File: src/rtl/cute_lock_pkg.sv
// rtl/cute_lock_pkg.sv - shared state type, default sizes and helpers for the Cute-Lock key sequencer
//
// Contents:
//   keyseq_state_e    sequencer FSM states {IDLE, LOAD, READY, RUN}
//   KEYSEQ_KEY_W      default key / keyinput bus width
//   KEYSEQ_NUM_KEYS   default keys per period
//   KEYSEQ_WIN_LEN    default clock cycles per key window
//   idx_width()       index width that never collapses to zero bits
package cute_lock_pkg;

    typedef enum logic [1:0] {
        ST_IDLE  = 2'd0,
        ST_LOAD  = 2'd1,
        ST_READY = 2'd2,
        ST_RUN   = 2'd3
    } keyseq_state_e;

    localparam int unsigned KEYSEQ_KEY_W    = 7;
    localparam int unsigned KEYSEQ_NUM_KEYS = 2;
    localparam int unsigned KEYSEQ_WIN_LEN  = 4;

    // $clog2 yields 0 for n<=1, which would produce zero-width vectors.
    function automatic int unsigned idx_width(input int unsigned n);
        return (n > 1) ? $clog2(n) : 1;
    endfunction

endpackage

File: src/rtl/keyseq_shift_loader.sv
// rtl/keyseq_shift_loader.sv - serial key store: shift register, bit counter and done flag
//
// Ports:
//   clk         in   clock, posedge
//   rst_n       in   asynchronous active-low reset
//   shift_en_i  in   shift sdi_i into the store this edge (ignored once full)
//   sdi_i       in   serial data; first bit shifted ends up in the store MSB
//   clear_i     in   synchronous clear of store, counter and done flag (wins over shift)
//   store_o     out  TOTAL_W-bit key store, key0 in the top KEY_W bits
//   at_last_o   out  counter is waiting for the final bit
//   done_o      out  all TOTAL_W bits have been loaded
module keyseq_shift_loader
    import cute_lock_pkg::*;
#(
    parameter int unsigned TOTAL_W = KEYSEQ_KEY_W * KEYSEQ_NUM_KEYS
) (
    input  logic               clk,
    input  logic               rst_n,
    input  logic               shift_en_i,
    input  logic               sdi_i,
    input  logic               clear_i,
    output logic [TOTAL_W-1:0] store_o,
    output logic               at_last_o,
    output logic               done_o
);

    localparam int unsigned CNT_W = idx_width(TOTAL_W + 1);
    localparam logic [CNT_W-1:0] LAST_CNT = CNT_W'(TOTAL_W - 1);

    logic [TOTAL_W-1:0] store_q, store_d;
    logic [CNT_W-1:0]   bit_cnt_q, bit_cnt_d;
    logic               done_q, done_d;

    assign store_o   = store_q;
    assign done_o    = done_q;
    assign at_last_o = !done_q && (bit_cnt_q == LAST_CNT);

    always_comb begin
        store_d   = store_q;
        bit_cnt_d = bit_cnt_q;
        done_d    = done_q;
        if (clear_i) begin
            store_d   = '0;
            bit_cnt_d = '0;
            done_d    = 1'b0;
        end else if (shift_en_i && !done_q) begin
            // Shift toward the MSB so the first bit received lands in key0[MSB].
            store_d   = (store_q << 1) | TOTAL_W'(sdi_i);
            bit_cnt_d = bit_cnt_q + CNT_W'(1);
            if (bit_cnt_q == LAST_CNT) begin
                done_d = 1'b1;
            end
        end
    end

    always_ff @(posedge clk or negedge rst_n) begin
        if (!rst_n) begin
            store_q   <= '0;
            bit_cnt_q <= '0;
            done_q    <= 1'b0;
        end else begin
            store_q   <= store_d;
            bit_cnt_q <= bit_cnt_d;
            done_q    <= done_d;
        end
    end

endmodule

File: src/rtl/cute_key_sequencer.sv
// rtl/cute_key_sequencer.sv - key-side sequencer driving a Cute-Lock time-varying locked FSM
//
// Build option: KEYSEQ_ZEROIZE_EN - when defined, dropping arm in RUN wipes the key store and
// returns to IDLE (keys must be reloaded); otherwise keys are kept and the FSM returns to READY.
//
// Ports:
//   clk        in   single clock; the locked FSM samples key_out on negedge
//   rst_n      in   asynchronous active-low reset
//   load_en    in   serial load strobe (level, sampled on posedge)
//   load_sdi   in   serial key data, key0 MSB first
//   load_done  out  all NUM_KEYS*KEY_W bits loaded
//   arm        in   run the key sequence while high
//   armed      out  sequencer is in RUN
//   tgt_rst    out  active-high reset to the locked FSM
//   key_out    out  keyinput bus to the locked FSM
//   slot_idx   out  index of the key currently driven
module cute_key_sequencer
    import cute_lock_pkg::*;
#(
    parameter int unsigned KEY_W    = KEYSEQ_KEY_W,
    parameter int unsigned NUM_KEYS = KEYSEQ_NUM_KEYS,
    parameter int unsigned WIN_LEN  = KEYSEQ_WIN_LEN
) (
    input  logic                              clk,
    input  logic                              rst_n,
    input  logic                              load_en,
    input  logic                              load_sdi,
    output logic                              load_done,
    input  logic                              arm,
    output logic                              armed,
    output logic                              tgt_rst,
    output logic [KEY_W-1:0]                  key_out,
    output logic [idx_width(NUM_KEYS)-1:0]    slot_idx
);

    localparam int unsigned TOTAL_W = NUM_KEYS * KEY_W;
    localparam int unsigned PERIOD  = NUM_KEYS * WIN_LEN;
    localparam int unsigned CNT_W   = idx_width(PERIOD);
    localparam int unsigned SLOT_W  = idx_width(NUM_KEYS);

    keyseq_state_e state_q, state_d;

    logic               tgt_rst_q, tgt_rst_d;
    logic               armed_q, armed_d;
    logic [KEY_W-1:0]   key_out_q, key_out_d;
    logic [SLOT_W-1:0]  slot_q, slot_d;
    logic [CNT_W-1:0]   cnt_q;

    logic               ld_shift;
    logic               ld_clear;
    logic [TOTAL_W-1:0] ld_store;
    logic               ld_at_last;
    logic               ld_done;

    logic [SLOT_W-1:0]  cur_slot;
    logic [KEY_W-1:0]   key_sel;
    logic [KEY_W-1:0]   key0;

    keyseq_shift_loader #(
        .TOTAL_W (TOTAL_W)
    ) u_loader (
        .clk        (clk),
        .rst_n      (rst_n),
        .shift_en_i (ld_shift),
        .sdi_i      (load_sdi),
        .clear_i    (ld_clear),
        .store_o    (ld_store),
        .at_last_o  (ld_at_last),
        .done_o     (ld_done)
    );

    // Window counter mirrors the locked FSM's own counter: both start at 0 when tgt_rst
    // is released and advance on the negedge, so cnt_q always names the window that the
    // next negedge will consume.
    always_ff @(negedge clk or negedge rst_n) begin
        if (!rst_n) begin
            cnt_q <= '0;
        end else if (state_q == ST_RUN) begin
            cnt_q <= (cnt_q == CNT_W'(PERIOD - 1)) ? '0 : cnt_q + CNT_W'(1);
        end else begin
            cnt_q <= '0;
        end
    end

    assign cur_slot = SLOT_W'(32'(cnt_q) / WIN_LEN);
    assign key0     = ld_store[TOTAL_W-1 -: KEY_W];

    always_comb begin
        key_sel = '0;
        for (int i = 0; i < NUM_KEYS; i++) begin
            if (cur_slot == SLOT_W'(i)) begin
                key_sel = ld_store[TOTAL_W - 1 - i * KEY_W -: KEY_W];
            end
        end
    end

    always_comb begin
        state_d   = state_q;
        tgt_rst_d = tgt_rst_q;
        armed_d   = armed_q;
        key_out_d = key_out_q;
        slot_d    = slot_q;
        ld_shift  = 1'b0;
        ld_clear  = 1'b0;
        unique case (state_q)
            ST_IDLE: begin
                if (load_en) begin
                    ld_shift = 1'b1;
                    state_d  = ld_at_last ? ST_READY : ST_LOAD;
                end
            end
            ST_LOAD: begin
                if (load_en) begin
                    ld_shift = 1'b1;
                    if (ld_at_last) begin
                        state_d = ST_READY;
                    end
                end else begin
                    // A broken stream leaves a partial key set; discard it entirely.
                    ld_clear = 1'b1;
                    state_d  = ST_IDLE;
                end
            end
            ST_READY: begin
                // load_en is deliberately ignored here, so arm always wins a tie.
                if (arm) begin
                    state_d   = ST_RUN;
                    tgt_rst_d = 1'b0;
                    armed_d   = 1'b1;
                    key_out_d = key0;
                    slot_d    = '0;
                end
            end
            ST_RUN: begin
                if (!arm) begin
                    tgt_rst_d = 1'b1;
                    armed_d   = 1'b0;
                    key_out_d = '0;
                    slot_d    = '0;
`ifdef KEYSEQ_ZEROIZE_EN
                    ld_clear  = 1'b1;
                    state_d   = ST_IDLE;
`else
                    state_d   = ST_READY;
`endif
                end else begin
                    // Updated on posedge so the key settles half a cycle before the
                    // negedge that consumes cnt_q.
                    key_out_d = key_sel;
                    slot_d    = cur_slot;
                end
            end
            default: begin
                state_d = ST_IDLE;
            end
        endcase
    end

    always_ff @(posedge clk or negedge rst_n) begin
        if (!rst_n) begin
            state_q   <= ST_IDLE;
            tgt_rst_q <= 1'b1;
            armed_q   <= 1'b0;
            key_out_q <= '0;
            slot_q    <= '0;
        end else begin
            state_q   <= state_d;
            tgt_rst_q <= tgt_rst_d;
            armed_q   <= armed_d;
            key_out_q <= key_out_d;
            slot_q    <= slot_d;
        end
    end

    assign load_done = ld_done;
    assign armed     = armed_q;
    assign tgt_rst   = tgt_rst_q;
    assign key_out   = key_out_q;
    assign slot_idx  = slot_q;

endmodule

File: config.mk
export PLATFORM = sky130hd
export DESIGN_NAME = cute_key_sequencer
export DESIGN_NICKNAME = d
export VERILOG_FILES = /design/src/rtl/cute_lock_pkg.sv /design/src/rtl/keyseq_shift_loader.sv /design/src/rtl/cute_key_sequencer.sv
export SDC_FILE = /design/constraint.sdc
export NUM_CORES = 1
export LEC_CHECK = 0
export CAP_MARGIN = 20
export CORE_MARGIN = 3
export CORE_UTILIZATION = 60
export CTS_CLUSTER_DIAMETER = 50
export CTS_CLUSTER_SIZE = 10
export DETAILED_ROUTE_END_ITERATION = 7
export DONT_BUFFER_PORTS = 1
export GPL_TIMING_DRIVEN = 0
export PLACE_DENSITY = 0.75
export SLEW_MARGIN = 10
export SYNTH_ARGS = -nofsm -noshare
export SYNTH_HDL_FRONTEND = slang
export SYNTH_SLANG_ARGS = --single-unit
File: constraint.sdc
create_clock -name clk -period 4.1 [get_ports clk]
set_input_delay 0.205 -clock clk [delete_from_list [all_inputs] [get_ports clk]]
set_output_delay 0.205 -clock clk [all_outputs]
set_load 0.02 [all_outputs]
# Word level (Yosys, flattened, before mapping)

Cells that the tools add are included.

Bitwise operators: 1
Reductions and logical operators: 12
Equality and inequality tests: 9
Muxes and demuxes: 32
Add/subtract/negate cells: 2

Operators with widths:

| operator                                            | count |
|---|---|
| 2-to-1 mux 14 bit                                   | 2 |
| 2-to-1 mux 7 bit                                    | 3 |
| bitwise OR 14 x 1 -> 14 bit                         | 1 |
| one-hot mux 7 bit (2 select lines)                  | 1 |
| 2-to-1 mux 1 bit                                    | 12 |
| 2-to-1 mux 2 bit                                    | 6 |
| 2-to-1 mux 4 bit                                    | 2 |
| one-hot mux 2 bit (4 select lines)                  | 1 |
| 2-to-1 mux 3 bit                                    | 2 |
| != test 2 bit, second input constant                | 3 |
| one-hot mux 1 bit (2 select lines)                  | 3 |
| nonzero test 2 bit                                  | 3 |
| adder 4 x 1 -> 4 bit, second input constant         | 1 |
| equality test 2 bit, second input constant          | 2 |
| equality test 4 bit, second input constant          | 1 |
| AND reduction 2 bit                                 | 2 |
| AND reduction 4 bit                                 | 1 |
| adder 3 x 1 -> 3 bit, second input constant         | 1 |
| equality test 3 bit, second input constant          | 1 |
| != test 3 bit, second input constant                | 1 |
| AND reduction 3 bit                                 | 1 |
| equality test 2 x 1 -> 1 bit, second input constant | 1 |
| logical AND 1 bit                                   | 2 |
| zero test 2 bit                                     | 1 |
| 2 further kinds                                     | 2 |

Bits in registers: 34
Output and inout bits: 11
Input bits: 5
Logic and storage cells: 65

# Longest topological paths before layout

Depth in word-level cells: 6
Mapped depth: 5

# By module

Synthesis repeated with hierarchy kept, for this count alone.

Cell total of the unflattened synthesis: 152
Area, all modules: 1490.2 µm²

Modules (own cells, without submodules):

| module              | cells each | times used | area an instance (µm²) |
|---|---|---|---|
| keyseq_shift_loader | 88         | 1          | 827.0 |
| cute_key_sequencer  | 64         | 1          | 663.1 |

==> Implementation_results.wiki <==
{| class="wikitable"
! Metric !! Value
|-
| Outcome || complete, no violations
|-
| Crit path launch type || register
|-
| Share of total power in combinational logic || about 4.9%
|-
| Count of H-tree levels built during CTS || 2
|-
| Count of endpoints failing setup in the final report || 0
|-
| Min Hold Slack || approximately 0.027 ns
|-
| Post-layout net count || 152
|-
| Max-cap viol count || 0
|-
| Clock buffers created by TritonCTS || 5
|-
| Total negative setup slack || 0 ns
|-
| Total core area || 0.002233 mm²
|-
| Port-buffer cells || 0
|-
| Final cell area excluding filler cells || 0.001614 mm²
|-
| Sequential share of power || a little under three fifths
|-
| Setup Crit Path Kind || register to register
|-
| Instance count along the most critical hold path || 2
|-
| DR DRC count || 0
|-
| Number of vias after detailed routing || 997
|-
| Cell row count || 17
|-
| IO Count || 16
|-
| Peak per-stage delay on the critical path || 0.46 ns
|-
| Pins over their slew limit || 0
|-
| Critical path data arrival time || about 3.5 ns
|-
| Largest net degree at the start of global routing || 32
|-
| Sw Pwr || 0.0001336 W
|-
| Starting density of the core || 64.20%
|-
| Horizontal die dimension || 54.89 µm
|-
| Endpoint of the worst-slack reg-to-reg timing path || key_out[3]$_DFFE_PN0P_
|-
| Detail-routed net length per standard cell || between 15 and 20 µm
|-
| Via density per instance || between 5 and 6
|-
| Setup slack of the critical path after layout || 0.8270 ns
|-
| Post-CTS resize count || 0
|-
| Data required time at the worst endpoint || ~4.3 ns
|-
| Skew-Pair Late Insertion Delay || 0.34 ns
|-
| Clock tree from TritonCTS || built
|-
| Via count of the first global-routing pass || just under 1000
|-
| Post-synthesis instance area || 0.001434 mm²
|-
| Switching power as a share of total power || between 20% and 30%
|-
| Num Clock Sinks || 34
|-
| Synthesized area per cell || 11.03 µm²
|-
| Slowest cell on crit path || dfrtn_1
|-
| Initial DRC count || 13
|-
| Placement Setup Slack || approximately 0.85 ns
|-
| Number of cells on the worst reg-to-reg path || 3
|-
| Die Footprint || 0.003012 mm²
|-
| Setup repair after global routing missed its margin || no
|-
| Hold WC Path Type || input port to register
|-
| Worst reg2reg path startpoint || cnt_q[2]$_DFF_NN0_
|-
| Critical path destination || key_out[3]$_DFFE_PN0P_
|-
| Share of synthesized area occupied by flip-flops and latches || between 50% and 60%
|-
| Internal power || roughly 0.0005 W
|-
| Count of distinct cell types in the synthesized netlist || 24
|-
| CTS root buf || clkbuf_4
|-
| Global-route wire length before repair || around 4.6 mm
|-
| Flop-to-flop setup slack || 0.83 ns
|-
| Clock power frac || 38.2%
|-
| Routability cong. || 0.7138
|-
| Clock-pin slew on the worst setup and hold paths || 0.10 ns
|-
| Number of storage elements in the synthesis netlist || 34
|-
| Final wirelength || 2.709 mm
|-
| Initial antenna violation count || 0
|-
| Power density normalized to cell area || 384.5 mW/mm²
|-
| GRT Total Usage || 22.43%
|-
| Warnings, synthesis || 0
|-
| Transition time at the pin with the least slew margin || 0.6724 ns
|-
| Rel. slew slack || 55.01%
|-
| Post-route antenna net violation count || 0
|-
| Die boundary height || 54.89 µm
|-
| Ant. Diodes || 0
|-
| Area growth from synthesis to final layout || 12.57%
|-
| Ordered cell list for the critical path || nand2_1, mux2i_1, o21ai_0
|-
| Number of nets produced by synthesis || 139
|-
| Crit. End Element || register
|-
| Setup skew after layout || 0.01134 ns
|-
| Placed cell areas || 0.001469 mm²
|-
| Hold violation count in the final report || 0
|-
| Fraction of final layout cells with drive strength greater than 1 || 9.722%
|-
| Launch point of the critical path || cnt_q[2]$_DFF_NN0_
|-
| Bufs on Longest Clock Path || 2
|-
| Peak supply drop || 0.2932 mV
|-
| Gate Count Post-Synth || 130
|-
| Estimated wirelength of the detail-placed design || between 1.5 and 2 mm
|-
| Congestion Overflow GR || 0
|-
| Crit path max fanout || 7
|-
| First drt pass iteration count || 4
|-
| Cell leakage power || just under 0.8 nW
|}
-- per-stage QoR --
| step | std cells | power (W) | utilization [%] |
|---|---|---|---|
| finish | 172 | 0.0006206 | 72.27 |
| detailed placement | 158 | 0.0003782 | 65.77 |
| CTS | 170 | 0.0006247 | 71.37 |
| global route | 172 | 0.0006516 | 72.27 |
| floorplan | 130 | 0.0003727 | - |
| global placement | 158 | 0.0003762 | 65.77 |
-- flip-flops by register name (all words and copies together), names as in the netlist --
signal              cells
tgt_rst                 1
u_loader.bit_cnt_q      4
slot_idx                1
state_q                 2
armed                   1
cnt_q                   3
u_loader.done_o         1
u_loader.store_o       14
key_out                 7
-- Yosys cell counts --
library cell	n	area, µm²
dfrtp_1	30	750.7
nand2_1	25	93.84
o21ai_0	13	65.06
a21oi_1	12	60.06
a22o_1	9	78.83
mux2i_1	7	70.07
ha_1	4	50.05
inv_1	4	15.01
nor2_1	4	15.01
buf_2	3	15.01
dfrtn_1	3	75.07
and3_1	2	12.51
nor3b_2	2	25.02
or3_1	2	12.51
and4b_1	1	10.01
buf_6	1	11.26
dfstp_2	1	26.28
nand2b_1	1	6.260
nand3_1	1	5.000
nor3_1	1	5.000
o21ai_1	1	5.000
o2bb2ai_1	1	8.760
or3b_1	1	8.760
xnor2_1	1	8.760
-- worst min-delay path by stage --
| stage | start | endpoint | slack (ns) |
|---|---|---|---|
| global route | load_en | state_q[0]$_DFFE_PN0P_ | 0.02 |
| finish | load_en | state_q[0]$_DFFE_PN0P_ | 0.03 |
| CTS | load_sdi | u_loader.store_o[0]$_DFFE_PN0P_ | 0.002 |
| global placement | rst_n | slot_idx$_DFFE_PN0P_ | -0.09 |
| detailed placement | rst_n | armed$_DFFE_PN0P_ | -0.09 |
| floorplan | rst_n | armed$_DFFE_PN0P_ | -0.09 |
-- cell type report --
cell class	instances	area [µm²]
Clock inverter	1	30.03
Inverter	4	15.01
Buffer	4	26.28
Tap cell	28	35.03
Timing Repair Buffer	6	70.07
Clock buffer	7	45.04
Sequential cell	34	852.1
Fill cell	169	619.3
Multi-Input combinational cell	88	540.5
-- timing repair --
action,CTS,global route
buffers inserted,0,0
hold buffers,4,2
endpoints found under the hold margin,34,2
-- power groups by stage --
stage | registers [W] | clock network [W] | logic [W]
finish | 0.000353 | 0.000237 | 0.0000305
global route | 0.000355 | 0.000261 | 0.0000356
CTS | 0.000353 | 0.000243 | 0.0000289
detailed placement | 0.000360 | 0 | 0.0000183
global placement | 0.000359 | 0 | 0.0000170
floorplan | 0.000358 | 0 | 0.0000148
-- placed cells by master (no fill, tap or decap), drive strengths merged --
cell,count
and3,2
dlygate4sd3,5
and4b,1
nand2,25
nand3,1
nand2b,1
nor3b,2
o2bb2ai,1
or3,2
dfrtp,30
xnor2,1
bufinv,1
o21ai,14
clkbuf,7
mux2i,7
dfstp,1
inv,4
a22o,9
buf,5
nor2,4
or3b,1
ha,4
a21oi,12
nor3,1
dfrtn,3
-- logic make-up (layout without fill, tap and decap cells) --
group | after synthesis | count (layout) | share of synthesized area, %
adders and majority gates | 4 | 4 | 3.491
AOI/OAI and AO/OA | 36 | 36 | 15.18
DFF | 34 | 34 | 59.42
buffers and inverters | 8 | 22 | 2.879
xor gates and xnor gates | 1 | 1 | 0.6109
muxes | 7 | 7 | 4.887
and+or+nand+nor | 40 | 40 | 13.52
-- worst max-delay path: cells and delay by family, from the launching register on --
family	cells	cell delay (ns)
and+or+nand+nor	1	0.27
DFF	1	0.46
muxes	1	0.28
AOI/OAI and AO/OA	1	0.11
-- metal layers --
layer | up-vias | global-route usage, % | share of wire, % | wire (µm)
li1 | 482 | - | - | -
met3 | 7 | 8.719 | 4.6 | 125
met1 | 491 | 29.15 | 48 | 1289
met4 | 0 | 9.129 | 1.4 | 38
met2 | 17 | 33.27 | 46 | 1255
met5 | - | 0 | 0 | 0
Power figures use the tool's default switching activity.
